$ cat src/rtl/ysyx_23060025_lsu_stage_pkg.sv
// Shared encodings for the LSU stage: load/store kinds, AXI responses,
// FSM states and bus widths used between pipeline stages.
package ysyx_23060025_lsu_stage_pkg;

    localparam logic [2:0] LOAD_NONE = 3'd0;
    localparam logic [2:0] LOAD_LB   = 3'd1;
    localparam logic [2:0] LOAD_LH   = 3'd2;
    localparam logic [2:0] LOAD_LW   = 3'd3;
    localparam logic [2:0] LOAD_LBU  = 3'd4;
    localparam logic [2:0] LOAD_LHU  = 3'd5;

    localparam logic [1:0] STORE_NONE = 2'd0;
    localparam logic [1:0] STORE_SB   = 2'd1;
    localparam logic [1:0] STORE_SH   = 2'd2;
    localparam logic [1:0] STORE_SW   = 2'd3;

    localparam logic [1:0] AXI_RESP_OKAY   = 2'b00;
    localparam logic [1:0] AXI_RESP_EXOKAY = 2'b01;
    localparam logic [1:0] AXI_RESP_SLVERR = 2'b10;
    localparam logic [1:0] AXI_RESP_DECERR = 2'b11;

    localparam int MS_TO_DS_FORWARD_BUS = 39;
    localparam int CSR_BUS              = 47;

    typedef enum logic [2:0] {
        ST_IDLE = 3'd0,
        ST_AR   = 3'd1,
        ST_R    = 3'd2,
        ST_WR   = 3'd3,
        ST_B    = 3'd4,
        ST_DONE = 3'd5
    } lsu_state_e;

endpackage

$ cat src/rtl/ysyx_23060025_lsu_align.sv
// Combinational byte-lane steering: store strobes/data replication and
// load data extraction with sign or zero extension.
module ysyx_23060025_lsu_align
    import ysyx_23060025_lsu_stage_pkg::*;
#(
    parameter int DATA_LEN = 32
) (
    input  logic [1:0]          addr_lo_i,
    input  logic [1:0]          store_type_i,
    input  logic [2:0]          load_type_i,
    input  logic [DATA_LEN-1:0] store_src_i,
    input  logic [DATA_LEN-1:0] rdata_i,
    output logic [3:0]          wstrb_o,
    output logic [DATA_LEN-1:0] wdata_o,
    output logic [DATA_LEN-1:0] load_data_o
);

    function automatic logic [DATA_LEN-1:0] sext8(input logic signed [7:0] v);
        logic signed [DATA_LEN-1:0] w;
        w = DATA_LEN'(v);
        return w;
    endfunction

    function automatic logic [DATA_LEN-1:0] sext16(input logic signed [15:0] v);
        logic signed [DATA_LEN-1:0] w;
        w = DATA_LEN'(v);
        return w;
    endfunction

    logic                is_half;
    logic [1:0]          load_off;
    logic [DATA_LEN-1:0] shifted;

    always_comb begin
        wstrb_o = 4'h0;
        wdata_o = store_src_i;
        unique case (store_type_i)
            STORE_SB: begin
                wstrb_o = 4'b0001 << addr_lo_i;
                wdata_o = {4{store_src_i[7:0]}};
            end
            STORE_SH: begin
                wstrb_o = 4'b0011 << {addr_lo_i[1], 1'b0};
                wdata_o = {2{store_src_i[15:0]}};
            end
            STORE_SW: wstrb_o = 4'hF;
            default:  wstrb_o = 4'h0;
        endcase
    end

    // Halfword loads ignore addr[0] so the lane never straddles the word.
    always_comb begin
        is_half  = (load_type_i == LOAD_LH) || (load_type_i == LOAD_LHU);
        load_off = is_half ? {addr_lo_i[1], 1'b0} : addr_lo_i;
        shifted  = rdata_i >> {load_off, 3'b000};
        unique case (load_type_i)
            LOAD_LB:  load_data_o = sext8(shifted[7:0]);
            LOAD_LH:  load_data_o = sext16(shifted[15:0]);
            LOAD_LBU: load_data_o = DATA_LEN'(shifted[7:0]);
            LOAD_LHU: load_data_o = DATA_LEN'(shifted[15:0]);
            default:  load_data_o = rdata_i;
        endcase
    end

endmodule

$ cat src/rtl/ysyx_23060025_lsu_stage.sv
// Memory-access pipeline stage: one AXI4-Lite-style transaction per load or
// store, then hands the result to writeback and forwards it to decode.
module ysyx_23060025_lsu_stage
    import ysyx_23060025_lsu_stage_pkg::*;
#(
    parameter int DATA_LEN = 32
) (
    input  logic                 clock,
    input  logic                 reset,
    input  logic                 es_to_ms_valid_i,
    output logic                 ms_allowin_o,
    input  logic [2:0]           load_type_i,
    input  logic [1:0]           store_type_i,
    input  logic [DATA_LEN-1:0]  mem_wdata_i,
    input  logic [DATA_LEN-1:0]  alu_result_i,
    input  logic                 wd_i,
    input  logic [4:0]           wreg_i,
    input  logic [DATA_LEN-1:0]  pc_i,
    input  logic [CSR_BUS-1:0]   csr_bus_i,
    input  logic                 ebreak_flag_i,
    output logic                 ms_to_ws_valid_o,
    input  logic                 ws_allowin_i,
    output logic                 wd_o,
    output logic [4:0]           wreg_o,
    output logic [DATA_LEN-1:0]  pc_o,
    output logic [CSR_BUS-1:0]   csr_bus_o,
    output logic                 ebreak_flag_o,
    output logic [DATA_LEN-1:0]  ms_result_o,
    output logic                 bus_err_o,
    output logic [MS_TO_DS_FORWARD_BUS-1:0] ms_to_ds_forward_bus_o,
    output logic [DATA_LEN-1:0]  araddr_o,
    output logic                 arvalid_o,
    input  logic                 arready_i,
    input  logic [DATA_LEN-1:0]  rdata_i,
    input  logic [1:0]           rresp_i,
    input  logic                 rvalid_i,
    output logic                 rready_o,
    output logic [DATA_LEN-1:0]  awaddr_o,
    output logic                 awvalid_o,
    input  logic                 awready_i,
    output logic [DATA_LEN-1:0]  wdata_o,
    output logic [3:0]           wstrb_o,
    output logic                 wvalid_o,
    input  logic                 wready_i,
    input  logic [1:0]           bresp_i,
    input  logic                 bvalid_i,
    output logic                 bready_o
);

    lsu_state_e          state_q, state_d;
    logic                ms_valid_q, ms_valid_d;
    logic [2:0]          load_type_q, load_type_d;
    logic [1:0]          store_type_q, store_type_d;
    logic [DATA_LEN-1:0] mem_wdata_q, mem_wdata_d;
    logic [DATA_LEN-1:0] addr_q, addr_d;
    logic [DATA_LEN-1:0] pc_q, pc_d;
    logic [DATA_LEN-1:0] load_data_q, load_data_d;
    logic                wd_q, wd_d;
    logic [4:0]          wreg_q, wreg_d;
    logic [CSR_BUS-1:0]  csr_bus_q, csr_bus_d;
    logic                ebreak_q, ebreak_d;
    logic                arvalid_q, arvalid_d;
    logic                rready_q, rready_d;
    logic                awvalid_q, awvalid_d;
    logic                wvalid_q, wvalid_d;
    logic                bready_q, bready_d;
    logic                aw_done_q, aw_done_d;
    logic                w_done_q, w_done_d;
    logic                bus_err_q, bus_err_d;

    logic                is_load, is_store, ms_ready_go, capture;
    logic                in_load, in_store, aw_now, w_now;
    logic [DATA_LEN-1:0] align_load;

    ysyx_23060025_lsu_align #(.DATA_LEN(DATA_LEN)) u_align (
        .addr_lo_i    (addr_q[1:0]),
        .store_type_i (store_type_q),
        .load_type_i  (load_type_q),
        .store_src_i  (mem_wdata_q),
        .rdata_i      (rdata_i),
        .wstrb_o      (wstrb_o),
        .wdata_o      (wdata_o),
        .load_data_o  (align_load)
    );

    assign is_load      = (load_type_q != LOAD_NONE);
    assign is_store     = (store_type_q != STORE_NONE);
    assign ms_ready_go  = (is_load || is_store) ? (state_q == ST_DONE) : 1'b1;
    assign ms_allowin_o = !ms_valid_q || (ms_ready_go && ws_allowin_i);
    assign capture      = es_to_ms_valid_i && ms_allowin_o;
    assign in_load      = (load_type_i != LOAD_NONE);
    assign in_store     = (store_type_i != STORE_NONE);
    assign aw_now       = aw_done_q || (awvalid_q && awready_i);
    assign w_now        = w_done_q || (wvalid_q && wready_i);

    always_comb begin
        state_d      = state_q;
        ms_valid_d   = ms_valid_q;
        load_type_d  = load_type_q;
        store_type_d = store_type_q;
        mem_wdata_d  = mem_wdata_q;
        addr_d       = addr_q;
        pc_d         = pc_q;
        load_data_d  = load_data_q;
        wd_d         = wd_q;
        wreg_d       = wreg_q;
        csr_bus_d    = csr_bus_q;
        ebreak_d     = ebreak_q;
        arvalid_d    = arvalid_q;
        rready_d     = rready_q;
        awvalid_d    = awvalid_q;
        wvalid_d     = wvalid_q;
        bready_d     = bready_q;
        aw_done_d    = aw_done_q;
        w_done_d     = w_done_q;
        bus_err_d    = 1'b0;

        if (ms_allowin_o) ms_valid_d = es_to_ms_valid_i;
        if (capture) begin
            load_type_d  = load_type_i;
            store_type_d = store_type_i;
            mem_wdata_d  = mem_wdata_i;
            addr_d       = alu_result_i;
            pc_d         = pc_i;
            wd_d         = wd_i;
            wreg_d       = wreg_i;
            csr_bus_d    = csr_bus_i;
            ebreak_d     = ebreak_flag_i;
        end

        unique case (state_q)
            ST_AR: if (arready_i) begin
                arvalid_d = 1'b0;
                rready_d  = 1'b1;
                state_d   = ST_R;
            end
            ST_R: if (rvalid_i) begin
                load_data_d = align_load;
                rready_d    = 1'b0;
                bus_err_d   = (rresp_i != AXI_RESP_OKAY);
                state_d     = ST_DONE;
            end
            ST_WR: begin
                awvalid_d = awvalid_q && !awready_i;
                wvalid_d  = wvalid_q && !wready_i;
                if (aw_now && w_now) begin
                    aw_done_d = 1'b0;
                    w_done_d  = 1'b0;
                    bready_d  = 1'b1;
                    state_d   = ST_B;
                end else begin
                    aw_done_d = aw_now;
                    w_done_d  = w_now;
                end
            end
            ST_B: if (bvalid_i) begin
                bready_d  = 1'b0;
                bus_err_d = (bresp_i != AXI_RESP_OKAY);
                state_d   = ST_DONE;
            end
            ST_DONE: if (ws_allowin_i) state_d = ST_IDLE;
            default: ;
        endcase

        // A newly captured memory op launches immediately, even straight out of DONE.
        if (capture && in_load) begin
            arvalid_d = 1'b1;
            state_d   = ST_AR;
        end else if (capture && in_store) begin
            awvalid_d = 1'b1;
            wvalid_d  = 1'b1;
            state_d   = ST_WR;
        end
    end

    always_ff @(posedge clock) begin
        if (!reset) begin
            state_q      <= ST_IDLE;
            ms_valid_q   <= 1'b0;
            load_type_q  <= LOAD_NONE;
            store_type_q <= STORE_NONE;
            mem_wdata_q  <= '0;
            addr_q       <= '0;
            pc_q         <= '0;
            load_data_q  <= '0;
            wd_q         <= 1'b0;
            wreg_q       <= '0;
            csr_bus_q    <= '0;
            ebreak_q     <= 1'b0;
            arvalid_q    <= 1'b0;
            rready_q     <= 1'b0;
            awvalid_q    <= 1'b0;
            wvalid_q     <= 1'b0;
            bready_q     <= 1'b0;
            aw_done_q    <= 1'b0;
            w_done_q     <= 1'b0;
            bus_err_q    <= 1'b0;
        end else begin
            state_q      <= state_d;
            ms_valid_q   <= ms_valid_d;
            load_type_q  <= load_type_d;
            store_type_q <= store_type_d;
            mem_wdata_q  <= mem_wdata_d;
            addr_q       <= addr_d;
            pc_q         <= pc_d;
            load_data_q  <= load_data_d;
            wd_q         <= wd_d;
            wreg_q       <= wreg_d;
            csr_bus_q    <= csr_bus_d;
            ebreak_q     <= ebreak_d;
            arvalid_q    <= arvalid_d;
            rready_q     <= rready_d;
            awvalid_q    <= awvalid_d;
            wvalid_q     <= wvalid_d;
            bready_q     <= bready_d;
            aw_done_q    <= aw_done_d;
            w_done_q     <= w_done_d;
            bus_err_q    <= bus_err_d;
        end
    end

    assign ms_to_ws_valid_o = ms_valid_q && ms_ready_go;
    assign ms_result_o      = is_load ? load_data_q : addr_q;
    assign wd_o             = wd_q;
    assign wreg_o           = wreg_q;
    assign pc_o             = pc_q;
    assign csr_bus_o        = csr_bus_q;
    assign ebreak_flag_o    = ebreak_q;
    assign bus_err_o        = bus_err_q;
    assign araddr_o         = {addr_q[DATA_LEN-1:2], 2'b00};
    assign awaddr_o         = {addr_q[DATA_LEN-1:2], 2'b00};
    assign arvalid_o        = arvalid_q;
    assign rready_o         = rready_q;
    assign awvalid_o        = awvalid_q;
    assign wvalid_o         = wvalid_q;
    assign bready_o         = bready_q;

    // A load still in flight cannot forward yet, so decode must stall on it.
    assign ms_to_ds_forward_bus_o = {
        ms_valid_q && is_load && (state_q != ST_DONE),
        ms_valid_q && wd_q && (wreg_q != 5'd0),
        wreg_q,
        ms_result_o
    };

endmodule

$ cat config.mk
export PLATFORM = sky130hd
export DESIGN_NAME = ysyx_23060025_lsu_stage
export DESIGN_NICKNAME = d
export VERILOG_FILES = /design/src/rtl/ysyx_23060025_lsu_stage_pkg.sv /design/src/rtl/ysyx_23060025_lsu_align.sv /design/src/rtl/ysyx_23060025_lsu_stage.sv
export SDC_FILE = /design/constraint.sdc
export NUM_CORES = 1
export LEC_CHECK = 0
export BUFFER_PORTS_ARGS = -buffer_cell sky130_fd_sc_hd__buf_4
export CAP_MARGIN = 10
export CORE_MARGIN = 2
export CORE_UTILIZATION = 30
export CTS_CLUSTER_SIZE = 28
export DETAILED_ROUTE_END_ITERATION = 7
export PLACE_DENSITY = 0.68
export REMOVE_ABC_BUFFERS = 1
export SETUP_SLACK_MARGIN = 0.1
export SLEW_MARGIN = 15
export SYNTH_ARGS = -nofsm -noshare
export SYNTH_HDL_FRONTEND = slang
export SYNTH_SLANG_ARGS = --single-unit
$ cat constraint.sdc
create_clock -name clock -period 4.52 [get_ports clock]
set_input_delay 0.226 -clock clock [delete_from_list [all_inputs] [get_ports clock]]
set_output_delay 0.226 -clock clock [all_outputs]
set_load 0.1 [all_outputs]
Word level (Yosys, flattened, before mapping). Cells that the tools add are included.

Register bits after elaboration: 199. Bits in latches: 0. Memory bits (writable): 0. ROM bits: 0. Output and inout bits: 265. Word-level logic and storage cells: 133. Memories: 0.

$add $sub $neg: 0. Multipliers: 0. Div/mod/pow operators: 0. Magnitude comparators: 0. Equality and inequality tests: 28. Shifts and indexed selects: 3. Multiplexer cells: 34. Bitwise logic cells: 1. Reduce and logical (&&, ||, !) cells: 45.

Operators with widths (number): $pmux W32 S4 (1); $pmux W32 S2 (1); $mux W32 (1); $shr A32 B5 Y16 (1); $mux W1 (20); $reduce_and A6 Y1 (3); $ne A4 B4 Y1 const B (4); $reduce_bool A2 Y1 (8); $mux W3 (5); $ne A3 B3 Y1 const B (5); $pmux W3 S5 (1); $logic_and A1 B1 Y1 (14); $eq A3 B3 Y1 const B (4); $pmux W4 S3 (1); $ne A2 B2 Y1 const B (5); $reduce_bool A5 Y1 (2); $eq A3 B2 Y1 const B (3); $reduce_bool A7 Y1 (1); $eq A3 B1 Y1 const B (2); $pmux W1 S2 (3); $reduce_and A3 Y1 (2); $reduce_bool A3 Y1 (2); $reduce_bool A6 Y1 (1); $logic_or A1 B1 Y1 (5); 12 further kinds (16).

Depth between registers and ports, before layout.
Depth after elaboration: 9. Gate-level depth with buffers: 10.

By module. A second synthesis with hierarchy kept.

Cells, all modules: 1324. Area, all modules: 10262.3 sq um.

Modules (own cells, without submodules): ysyx_23060025_lsu_stage (instances 1, cells an instance 1122, area each 8946.1 sq um); ysyx_23060025_lsu_align (instances 1, cells an instance 202, area each 1316.3 sq um).

Worst setup path after synthesis. No wires, ideal clock.

Kind: reg-to-output. Start: register load_type_q[0]. End: output ms_to_ds_forward_bus_o[38]. Arrival time: 2.980 ns. Data required time: 4.294 ns. Path slack: 1.314 ns. Stages on the path, launching flop included: 5. Path buffers: 2. Cell sequence: dfxtp_1 > buf_4 > nor3_1 > buf_2 > nor3b_1.

Cells in the longest elaborated chain, start to end: 3.

RTL lines: start: declaration (RTL line ysyx_23060025_lsu_stage.sv:52) `logic [2:0] load_type_q, load_type_d;`; start signal: assignment (RTL line ysyx_23060025_lsu_stage.sv:201) `load_type_q <= load_type_d;`; $reduce_bool A3 Y1 (RTL line ysyx_23060025_lsu_stage.sv:86) `assign is_load = (load_type_q != LOAD_NONE);`; $logic_and A1 B1 Y1 (2 in a row) (RTL line ysyx_23060025_lsu_stage.sv:240) `ms_valid_q && is_load && (state_q != ST_DONE),`; end: declaration (RTL line ysyx_23060025_lsu_stage.sv:30) `output logic [MS_TO_DS_FORWARD_BUS-1:0] ms_to_ds_forward_bus_o,`.

Every way passes these cells.

Final worst setup path.
Start: register load_type_q[1]. End: register pc_q[20], in the netlist pc_o[20].

Cells in the longest elaborated chain, start to end: 6.

RTL lines: $reduce_bool A3 Y1 (RTL line ysyx_23060025_lsu_stage.sv:86); $logic_or A1 B1 Y1 (RTL line ysyx_23060025_lsu_stage.sv:88) `assign ms_ready_go = (is_load || is_store) ? (state_q == ST_DONE) : 1'b1;`; $mux W1 (RTL line ysyx_23060025_lsu_stage.sv:88); $logic_and A1 B1 Y1 (RTL line ysyx_23060025_lsu_stage.sv:89) `assign ms_allowin_o = !ms_valid_q || (ms_ready_go && ws_allowin_i);`; $logic_or A1 B1 Y1 (RTL line ysyx_23060025_lsu_stage.sv:89); $logic_and A1 B1 Y1 (RTL line ysyx_23060025_lsu_stage.sv:90) `assign capture = es_to_ms_valid_i && ms_allowin_o;`; end signal: assignment (RTL line ysyx_23060025_lsu_stage.sv:205) `pc_q <= pc_d;`; end: declaration (RTL line ysyx_23060025_lsu_stage.sv:56) `logic [DATA_LEN-1:0] pc_q, pc_d;`.

Every way passes these cells. A chain may end at the register's enable or synchronous reset.

==> flow_summary.html <==
<table>
<tr><th>Metric</th><th>Value</th></tr>
<tr><th colspan="2">Power</th></tr>
<tr><td>Leak pwr</td><td>6.29 nW</td></tr>
<tr><td>Total power divided by cell area</td><td>400 nW/um2</td></tr>
<tr><td>Worst vdd rail ir drop</td><td>about 0.00028 V</td></tr>
<tr><th colspan="2">Route</th></tr>
<tr><td>DR vias/cell</td><td>4.83</td></tr>
<tr><td>Overall via count from detail_route</td><td>around 10k</td></tr>
<tr><td>Number of design rule violations left after detail routing</td><td>0</td></tr>
<tr><td>Number of nets still failing antenna checks after routing</td><td>0</td></tr>
<tr><td>Initial DRT Pass Iterations</td><td>5</td></tr>
<tr><td>Number of DRC markers in iteration 0</td><td>477</td></tr>
<tr><td>Routed length per placed instance</td><td>16.5 um</td></tr>
<tr><td>DRT Wirelength</td><td>34700 um</td></tr>
<tr><th colspan="2">STA</th></tr>
<tr><td>Setup TNS after final layout</td><td>0 ps</td></tr>
<tr><td>Final hold slack</td><td>32.4 ps</td></tr>
<tr><td>Setup Viol. Count Final</td><td>0</td></tr>
<tr><td>Crit share post-route</td><td>0.640</td></tr>
<tr><td>Skew final</td><td>11.0 ps</td></tr>
<tr><td>Post-route minimum period</td><td>2890 ps</td></tr>
<tr><td>Number of pins exceeding their max-slew limit in the final report</td><td>0</td></tr>
<tr><td>Unrepaired setup endpoints after global routing</td><td>no</td></tr>
<tr><td>Endpoints failing hold</td><td>0</td></tr>
<tr><td>Max transition margin</td><td>0.253</td></tr>
<tr><td>Tightest Pin Transition</td><td>1120 ps</td></tr>
<tr><td>Highest Clock Rate</td><td>346 MHz</td></tr>
<tr><th colspan="2">Clock network</th></tr>
<tr><td>Clock slew seen by the registers of the worst setup and hold paths</td><td>~80 ps</td></tr>
<tr><td>Later-pin clock latency in the skew report</td><td>440 ps</td></tr>
<tr><td>Number of clock sinks</td><td>199</td></tr>
<tr><td>Worst-case clock buffer depth</td><td>2</td></tr>
<tr><td>H-tree levels</td><td>4</td></tr>
<tr><td>Clock buffer count from CTS</td><td>17</td></tr>
<tr><td>TritonCTS clock tree</td><td>yes</td></tr>
<tr><td>Library cell used as clock root buffer</td><td>sky130_fd_sc_hd__clkbuf_16</td></tr>
<tr><td>Resized Gates After CTS</td><td>0</td></tr>
<tr><th colspan="2">Setup path</th></tr>
<tr><td>Flop2flop setup slack</td><td>1630 ps</td></tr>
<tr><td>Worst path required time</td><td>4880 ps</td></tr>
<tr><td>Worst Path Arrival</td><td>3250 ps</td></tr>
<tr><td>Critical Path Sink Type</td><td>register</td></tr>
<tr><td>Type of origin of the critical path</td><td>register</td></tr>
<tr><td>Maximum net fanout on the critical path</td><td>139</td></tr>
<tr><td>Crit Path Class</td><td>register to register</td></tr>
<tr><th colspan="2">Synthesis</th></tr>
<tr><td>Top flip-flop cell by instance count after synthesis</td><td>sky130_fd_sc_hd__dfxtp_1</td></tr>
<tr><td>Synthesis Warnings</td><td>0</td></tr>
<tr><td>Count of state elements after synthesis</td><td>199</td></tr>
<tr><td>Post-synthesis cell type count</td><td>58</td></tr>
<tr><td>Post-synthesis instance total</td><td>1218</td></tr>
<tr><td>Asr flop ratio synth</td><td>0</td></tr>
<tr><td>Average footprint of a synthesized cell</td><td>8.03 um2</td></tr>
<tr><td>Sequential share of the synthesized area</td><td>0.407</td></tr>
<tr><td>Netlist area before placement</td><td>9780 um2</td></tr>
<tr><td>Number of flops mapped to enable cells by yosys</td><td>0</td></tr>
<tr><th colspan="2">Die</th></tr>
<tr><td>Placement row count</td><td>66</td></tr>
<tr><td>Full die area</td><td>34100 um2</td></tr>
<tr><td>Number of I/O pins</td><td>465</td></tr>
<tr><td>Starting Density</td><td>0.303</td></tr>
<tr><td>Std-Cell Core Area</td><td>32300 um2</td></tr>
<tr><td>Width of the chip</td><td>185 um</td></tr>
<tr><td>Die H</td><td>185 um</td></tr>
<tr><th colspan="2">Global routing</th></tr>
<tr><td>Initial antenna violation count</td><td>5</td></tr>
<tr><td>Residual overflow from global routing</td><td>0</td></tr>
<tr><td>Wire length of the first global-routing pass</td><td>about 52000 um</td></tr>
<tr><td>Maximum number of pins on one net before global-route repair</td><td>170</td></tr>
<tr><td>Global router's overall resource usage</td><td>0.196</td></tr>
<tr><td>Via count of the first global-routing pass</td><td>9644</td></tr>
<tr><th colspan="2">Finish</th></tr>
<tr><td>Fraction of final layout cells with drive strength greater than 1</td><td>0.328</td></tr>
<tr><td>Layout Cells excl Fill</td><td>2104</td></tr>
<tr><td>Nets@finish</td><td>1852</td></tr>
<tr><td>Most used cells in the layout excluding fill and tap cells</td><td>sky130_fd_sc_hd__buf_4, sky130_fd_sc_hd__dfxtp_1, sky130_fd_sc_hd__o21ai_0, sky130_fd_sc_hd__nand2_1, sky130_fd_sc_hd__nand3_1</td></tr>
<tr><td>Filler Cell Count</td><td>2970</td></tr>
<tr><td>Area growth, synth to finish</td><td>49.6%</td></tr>
<tr><td>Most common library cell in the layout ignoring fill and taps</td><td>sky130_fd_sc_hd__buf_4</td></tr>
<tr><th colspan="2">Run</th></tr>
<tr><td>Number of violations of the max-capacitance limit</td><td>0</td></tr>
<tr><th colspan="2">Placed design</th></tr>
<tr><td>Last weighted congestion value of the routability-driven placer</td><td>0.824</td></tr>
<tr><td>Number of placed cells counting well taps</td><td>1921</td></tr>
<tr><td>Port buffer count</td><td>460</td></tr>
<tr><td>Hpwl dp</td><td>between 20000 and 25000 um</td></tr>
<tr><th colspan="2">Status</th></tr>
<tr><td>Status</td><td>complete, no violations</td></tr>
<tr><th colspan="2">Worst hold path</th></tr>
<tr><td>Hold Path Class</td><td>input pin to register</td></tr>
</table>
[report_power, final]
part           internal (mW)  total, mW  switching, mW  leakage [nW]
clock network          0.787       1.55          0.765         0.283
logic                  0.577       2.33           1.76          4.38
registers               1.87       1.98          0.109          1.63
[registers in the layout, summed over array words and instances (netlist names), 2 cells and up]
signal and flops:
load_data_q 32, state_q 3, csr_bus_o 47, addr_q 32, mem_wdata_q 32, pc_o 32, load_type_q 3, store_type_q 2
wreg_o 5
[routing by layer]
layer / vias to the layer above / part of all wire / track usage
met2: 449 / 0.50 / 0.348
met3: 67 / 0.070 / 0.0445
li1: 4980 / - / -
met4: 2 / 0.030 / 0.0902
met5: - / 0.00055 / 0
met1: 4659 / 0.40 / 0.223
[worst paths after layout]
kind,start,to,cells after the start
max,load_type_q[1],pc_o[20],6
min,csr_bus_i[7],csr_bus_o[7],3
max reg2reg,load_type_q[1],pc_o[20],6
min reg2reg,pc_o[26],pc_o[26],2
[metrics by stage]
step	setup slack, ps	power (mW)	util	instance area [um2]
4_1_cts	1670	5.91	0.453	14600
6_report	1630	5.86	0.453	14600
3_3_place_gp	1880	4.22	0.389	12500
3_5_place_dp	1700	4.23	0.389	12500
5_1_grt	1440	6.08	0.453	14600
2_1_floorplan	-2650	3.62	-	8390
[synth_stat cells (3+ instances only)]
cell type | count | area, um2
sky130_fd_sc_hd__dfxtp_1 | 199 | 3980
sky130_fd_sc_hd__o21ai_0 | 198 | 991
sky130_fd_sc_hd__nand2_1 | 195 | 732
sky130_fd_sc_hd__nand3_1 | 156 | 781
sky130_fd_sc_hd__buf_4 | 113 | 848
sky130_fd_sc_hd__clkbuf_1 | 59 | 221
sky130_fd_sc_hd__mux2_2 | 32 | 360
sky130_fd_sc_hd__a21oi_1 | 28 | 140
sky130_fd_sc_hd__nor2_1 | 24 | 90.1
sky130_fd_sc_hd__buf_6 | 22 | 248
sky130_fd_sc_hd__a31oi_1 | 19 | 119
sky130_fd_sc_hd__o22ai_1 | 17 | 106
sky130_fd_sc_hd__buf_2 | 16 | 80.1
sky130_fd_sc_hd__inv_1 | 16 | 60.1
sky130_fd_sc_hd__o31ai_1 | 12 | 90.1
sky130_fd_sc_hd__mux2i_1 | 9 | 90.1
sky130_fd_sc_hd__a22o_1 | 8 | 70.1
sky130_fd_sc_hd__a22oi_1 | 8 | 60.1
sky130_fd_sc_hd__a2bb2oi_1 | 8 | 70.1
sky130_fd_sc_hd__and3_1 | 7 | 43.8
sky130_fd_sc_hd__o221ai_1 | 7 | 61.3
sky130_fd_sc_hd__ha_1 | 5 | 62.6
sky130_fd_sc_hd__nor3_1 | 4 | 20.0
sky130_fd_sc_hd__nor3b_1 | 4 | 30.0
sky130_fd_sc_hd__o21a_1 | 4 | 30.0
sky130_fd_sc_hd__and3b_1 | 3 | 26.3
sky130_fd_sc_hd__nand2b_1 | 3 | 18.8
sky130_fd_sc_hd__nand3b_1 | 3 | 22.5
sky130_fd_sc_hd__o21ai_1 | 3 | 15.0
[cell type report]
| type | instances | area, um2 | share of cell area |
|---|---|---|---|
| timing repair buffer | 619 | 5080 | 0.347 |
| multi-input combinational | 794 | 4370 | 0.298 |
| sequential | 199 | 3980 | 0.272 |
| tap | 442 | 553 | 0.0378 |
| clock buffer | 17 | 425 | 0.0291 |
| clock inverter | 14 | 166 | 0.0114 |
| inverter | 16 | 60.1 | 0.00410 |
| antenna | 3 | 7.51 | 0.000513 |
[repair_timing]
item	in CTS	in global routing
hold buffers	149	0
hold endpoints to repair	149	0
setup buffers	0	0
[critical path, cell delays in order, from the launching register on]
cell	delay [ps]
sky130_fd_sc_hd__dfxtp_1	560
sky130_fd_sc_hd__nor4b_1	550
sky130_fd_sc_hd__o21ai_2	170
sky130_fd_sc_hd__a21boi_4	650
sky130_fd_sc_hd__buf_12	420
sky130_fd_sc_hd__nand3_1	180
sky130_fd_sc_hd__o21ai_0	140
[logic make-up after synthesis]
group	Yosys count	share of synthesized area
AO/OA/AOI/OAI	328	0.196
XOR/XNOR	4	0.00358
adder cells (fa/ha/maj)	5	0.00639
buffers and inverters	228	0.150
flip-flops	199	0.407
multiplexers	41	0.0460
other	1	0.000383
AND/OR/NAND/NOR	412	0.191
Note: power is estimated with default switching activity, not from simulation.
